[src/rtl/fetch_sequencer_pkg.sv]
// ============================================================================
// Module   : fetch_sequencer_pkg
// Purpose  : Shared state enumeration and ARF control encodings.
// Revision : 1.0 - initial release
// ============================================================================
`default_nettype none

package fetch_sequencer_pkg;

  typedef enum logic [2:0] {
    CLR_PC   = 3'd0,
    FETCH_LO = 3'd1,
    FETCH_HI = 3'd2,
    DECODE   = 3'd3,
    ISSUE    = 3'd4,
    EXEC     = 3'd5,
    HALT     = 3'd6
  } fetchState_t;

  localparam logic [1:0] ARF_FUN_HOLD  = 2'b00;
  localparam logic [1:0] ARF_FUN_INC   = 2'b01;
  localparam logic [1:0] ARF_FUN_CLEAR = 2'b11;

  localparam logic [2:0] ARF_REG_NONE  = 3'b000;
  localparam logic [2:0] ARF_REG_PC    = 3'b100;
  localparam logic [2:0] ARF_REG_AR    = 3'b010;
  localparam logic [2:0] ARF_REG_SP    = 3'b001;

  localparam logic [1:0] ARF_OUTD_PC   = 2'b00;

  localparam logic [5:0] OPC_HLT_DEFAULT = 6'h21;

endpackage

`default_nettype wire

[src/rtl/fetch_sequencer.sv]
// ============================================================================
// Module   : fetch_sequencer
// Purpose  : Two-byte instruction fetch, decode latch and execute handshake.
// Revision : 1.0 - initial release
// ============================================================================
`default_nettype none

module fetch_sequencer
  import fetch_sequencer_pkg::*;
#(
  parameter logic [5:0] OPC_HLT = OPC_HLT_DEFAULT
) (
  input  logic        Clock,
  input  logic        Reset,
  input  logic [15:0] IROut,
  input  logic        Exec_Ready,
  input  logic        Exec_Done,
  output logic [1:0]  ARF_OutDSel,
  output logic [1:0]  ARF_FunSel,
  output logic [2:0]  ARF_RegSel,
  output logic        Mem_CS,
  output logic        Mem_WR,
  output logic        IR_Write,
  output logic        IR_LH,
  output logic        Instr_Valid,
  output logic [5:0]  Opcode,
  output logic [9:0]  Operand,
  output logic        Halted,
  output logic [15:0] RetireCount
);

  fetchState_t r_state;
  fetchState_t w_nextState;
  logic [5:0]  r_opcode;
  logic [9:0]  r_operand;
  logic [15:0] r_retireCount;
  logic [15:0] w_retireNext;

  assign w_retireNext = r_retireCount + 16'd1;

  always_ff @(posedge Clock) begin
    if (!Reset) begin
      r_state       <= CLR_PC;
      r_opcode      <= 6'd0;
      r_operand     <= 10'd0;
      r_retireCount <= 16'd0;
    end else begin
      r_state <= w_nextState;
      if (r_state == DECODE) begin
        r_opcode  <= IROut[15:10];
        r_operand <= IROut[9:0];
      end
      if ((r_state == EXEC) && Exec_Done) begin
        r_retireCount <= w_retireNext;
      end
    end
  end

  always_comb begin
    w_nextState = r_state;
    ARF_OutDSel = ARF_OUTD_PC;
    ARF_FunSel  = ARF_FUN_HOLD;
    ARF_RegSel  = ARF_REG_NONE;
    Mem_CS      = 1'b1;
    Mem_WR      = 1'b0;
    IR_Write    = 1'b0;
    IR_LH       = 1'b0;
    Instr_Valid = 1'b0;

    case (r_state)
      CLR_PC:   w_nextState = FETCH_LO;
      FETCH_LO: w_nextState = FETCH_HI;
      FETCH_HI: w_nextState = DECODE;
      DECODE:   w_nextState = (IROut[15:10] == OPC_HLT) ? HALT : ISSUE;
      ISSUE:    if (Exec_Ready) w_nextState = EXEC;
      EXEC:     if (Exec_Done) w_nextState = FETCH_LO;
      HALT:     w_nextState = HALT;
      default:  w_nextState = CLR_PC;
    endcase

    // Control outputs stay idle for as long as Reset is held low.
    if (Reset) begin
      case (r_state)
        CLR_PC: begin
          ARF_RegSel = ARF_REG_PC;
          ARF_FunSel = ARF_FUN_CLEAR;
        end
        FETCH_LO, FETCH_HI: begin
          Mem_CS     = 1'b0;
          IR_Write   = 1'b1;
          IR_LH      = (r_state == FETCH_HI);
          ARF_RegSel = ARF_REG_PC;
          ARF_FunSel = ARF_FUN_INC;
        end
        ISSUE:   Instr_Valid = 1'b1;
        default: ;
      endcase
    end
  end

  assign Opcode      = r_opcode;
  assign Operand     = r_operand;
  assign RetireCount = r_retireCount;
  assign Halted      = (r_state == HALT);

endmodule

`default_nettype wire

[config.mk]
export PLATFORM = sky130hd
export DESIGN_NAME = fetch_sequencer
export DESIGN_NICKNAME = d
export VERILOG_FILES = /design/src/rtl/fetch_sequencer_pkg.sv /design/src/rtl/fetch_sequencer.sv
export SDC_FILE = /design/constraint.sdc
export NUM_CORES = 1
export LEC_CHECK = 0
export CAP_MARGIN = 25
export CORE_MARGIN = 2
export CORE_UTILIZATION = 38
export CTS_CLUSTER_SIZE = 16
export DETAILED_ROUTE_END_ITERATION = 10
export GPL_TIMING_DRIVEN = 0
export PLACE_DENSITY = 0.75
export SLEW_MARGIN = 20
export SYNTH_ARGS = -nofsm -noshare
export SYNTH_HDL_FRONTEND = slang
export SYNTH_SLANG_ARGS = --single-unit
[constraint.sdc]
create_clock -name Clock -period 1.6 [get_ports Clock]
set_input_delay 0.32 -clock Clock [delete_from_list [all_inputs] [get_ports Clock]]
set_output_delay 0.32 -clock Clock [all_outputs]
set_load 0.01 [all_outputs]
==> summary.txt <==
Final layout
  • # nets final: 289
  • Synth-to-Final Area Change: 58.61%
  • Diodes inserted: 0
  • Footprint of the multi-input gates: 883.3 um2
  • Storage cell area: 730.7 um2
  • Layout cells sized above 1: 22.68%
  • Finished Core Util: 63.20%
  • Fill count: 375
  • Final std cells w/o fill: 319
  • Design area: 0.002546 mm2

Pwr
  • Final total power: 1.874 mW
  • Worst vdd ir: 0.0005504 V
  • Leak Pwr: 1.070 nW
  • Pwr dens: 736.0 mW/mm2

Timing
  • Slew Limit Fails: 0
  • Post-route minimum period: 1.579 ns
  • # setup viols final: 0
  • RSZ-0062 raised after global routing: true
  • Period utilization: 98.69%
  • Final Hold Viols: 0
  • Fin worst setup slack: 0.02101 ns
  • Worst clock skew: 0.004194 ns
  • FMAX: 633.3 MHz

Worst setup path
  • Crit-path max FO: 5
  • Crit path cell chain: buf_6 > nand4b_4 > or4_4 > buf_4 > xnor2_1 > and2_1
  • Worst Setup Path Type: reg -> reg
  • Worst path slowest cell: or4_4
  • CP required: 1.77 ns
  • Worst stage delay on the critical path: 0.46 ns
  • Critical path capture point type: register
  • Critical path launch point type: register
  • Worst EP arrival: 1.75 ns

Route
  • Vias per Instance: 4.683
  • DRT antenna net count: 0
  • Total vias in the final route: 1494
  • DR WL/cell: 12.01 um
  • Drc violations: 0
  • 1st-pass router iterations: 4
  • Initial detailed-routing violation count: 46
  • Routed WL: 3.830 mm

Global routing
  • First-pass GRT wire length: 6.030 mm
  • Grt total ovfl: 0
  • Largest net degree at the start of global routing: 11
  • Initial antenna violation count: 0
  • Tot GR Track Use: 17.45%
  • Vias in the first global route: 1303

Logic synthesis
  • Yosys synthesis warning count: 0
  • EDFF count, synth: 0
  • Syn Area/Cell: 8.449 um2
  • Synth Instances: 190
  • Flops & latches, synth: 35
  • Top cells by count, synth: 41 x nand2_1, 35 x dfxtp_1, 18 x a21boi_0
  • Share of the synthesized area in the top cell type: 43.65%
  • Post-synth top area cell: dfxtp_1
  • Post-synthesis async set-or-reset flop share: 0%
  • Largest cells by area after synthesis: dfxtp_1 44%, nand2_1 9.6%, a21boi_0 8.4%
  • Top-count cell post-synth: nand2_1
  • Seq/Total Area, Yosys: 43.65%
  • Post-Syn Area: 0.001605 mm2
  • Distinct cells, synth: 31
  • Prevailing post-synth register cell: dfxtp_1

Clock network
  • Root buf cell: clkbuf_8
  • H-tree depth: 2
  • Bufs on Longest Clock Path: 2
  • CTS Sinks: 35
  • Clock transition at the registers of the reported paths: 0.07 ns
  • CTS buffer count: 5
  • CTS tree: done
  • Skew-Pair Late Insertion Delay: 0.28 ns

Place
  • Routability cong.: 0.7652
  • Dpl cell area: 0.002285 mm2
  • Cells after DPL: 303
  • Setup WS pre-CTS: -1.018 ns
  • DP Wirelength: 2.599 mm
  • Port bufs: 59

Job
  • Max_cap viols: 0

Outcome
  • Outcome: finished, final reports clean

Floorplanning
  • Die Wd: 69.00 um
  • Core Footprint: 0.004029 mm2
  • Row count: 23
  • Die Span Y: 69.00 um
  • Die ar.: 0.004760 mm2
  • Ports: 65
  • Initial Util: 39.84%

Min path
  • HP Class: reg -> reg
==> cell type report <==
class / instances / share of cell area [%]
buffer: 15 / 4.472
multi-input combinational: 138 / 34.69
tap: 50 / 2.457
clock buffer: 8 / 3.931
timing repair buffer: 68 / 25.01
sequential: 35 / 28.70
inverter: 5 / 0.7371
==> critical path, delay by kind of cell, from the launching register on <==
kind	cells	cell delay, ns
xor+xnor	1	0.11
buf+inv	2	0.26
flops	1	0.38
simple gates	3	0.73
==> through the flow <==
step	setup TNS [ns]	hold slack, ns
2_1_floorplan	0	0.4649
3_3_place_gp	-10.71	0.4486
3_5_place_dp	-11.00	0.4594
4_1_cts	0	0.4691
5_1_grt	-0.1573	0.4873
6_report	0	0.4646
==> power by group <==
part	switching, mW	internal, mW	total (mW)
Clock	0.294	0.393	0.686
Sequential	0.0203	0.889	0.910
Combinational	0.121	0.157	0.278
==> kinds of logic (layout without fill, tap and decap cells) <==
| group | after synthesis | after routing | share of synthesized area (%) |
|---|---|---|---|
| muxes | 2 | 2 | 1.247 |
| DFF | 35 | 35 | 43.65 |
| buffers and inverters | 21 | 96 | 6.314 |
| and+or+nand+nor | 86 | 86 | 27.83 |
| xor gates and xnor gates | 12 | 12 | 6.548 |
| other | 1 | 5 | 0.2336 |
| adders and majority gates | 1 | 1 | 0.7793 |
| AOI/OAI and AO/OA | 32 | 32 | 13.41 |
==> cell usage in the layout (no fill, tap or decap), types with 3 or more instances in the layout <==
cell type        Yosys  routed
clkbuf_8             0      10
dfxtp_1             35      21
a21boi_0            18      18
nand3_1              5       4
o21ai_0              6       6
conb_1               1       5
a21oi_1              4       4
buf_2                0       4
clkbuf_2             0       5
nor4_1               5       3
dlygate4sd2_1        0       3
dfxtp_4              0       5
nand2_1             41      41
buf_4                6      13
nor3_1               6       5
xor2_1               9       8
clkdlybuf4s50_1      0      48
and2_1              11      11
xnor2_1              3       3
or3_1                3       3
inv_1                5       5
clkbuf_1            10       3
dfxtp_2              0       9
==> state kept, by name (all words and copies together), names as in the netlist <==
name and count:
r_state 3, Operand 10, Opcode 6, RetireCount 16
==> worst paths after layout <==
check / cells after the start / from / endpoint / slack [ns]
setup / recovery: 6 / r_state[0] / RetireCount[11] / 0.02
hold / removal: 2 / Opcode[0] / Opcode[0] / 0.46
setup reg to reg: 6 / r_state[0] / RetireCount[11] / 0.02
hold reg to reg: 2 / Opcode[0] / Opcode[0] / 0.46
==> timing repair <==
| action | in CTS | in global routing |
|---|---|---|
| gates resized for setup | 55 | 17 |
| setup endpoints to repair | 24 | 26 |
| pin swaps | 4 | 1 |
| hold buffers | 0 | 0 |
| buffers inserted | 7 | 2 |
==> metal layers <==
layer	vias to the layer above	GRT usage, %	wire length, um	share of wire [%]
li1	782	-	-	-
met1	660	22.33	1716	45
met2	46	27.64	1827	48
met3	6	5.195	235	6.1
met4	0	6.618	51	1.3
met5	-	0	0	0
Note: power is estimated with default switching activity, not from simulation.
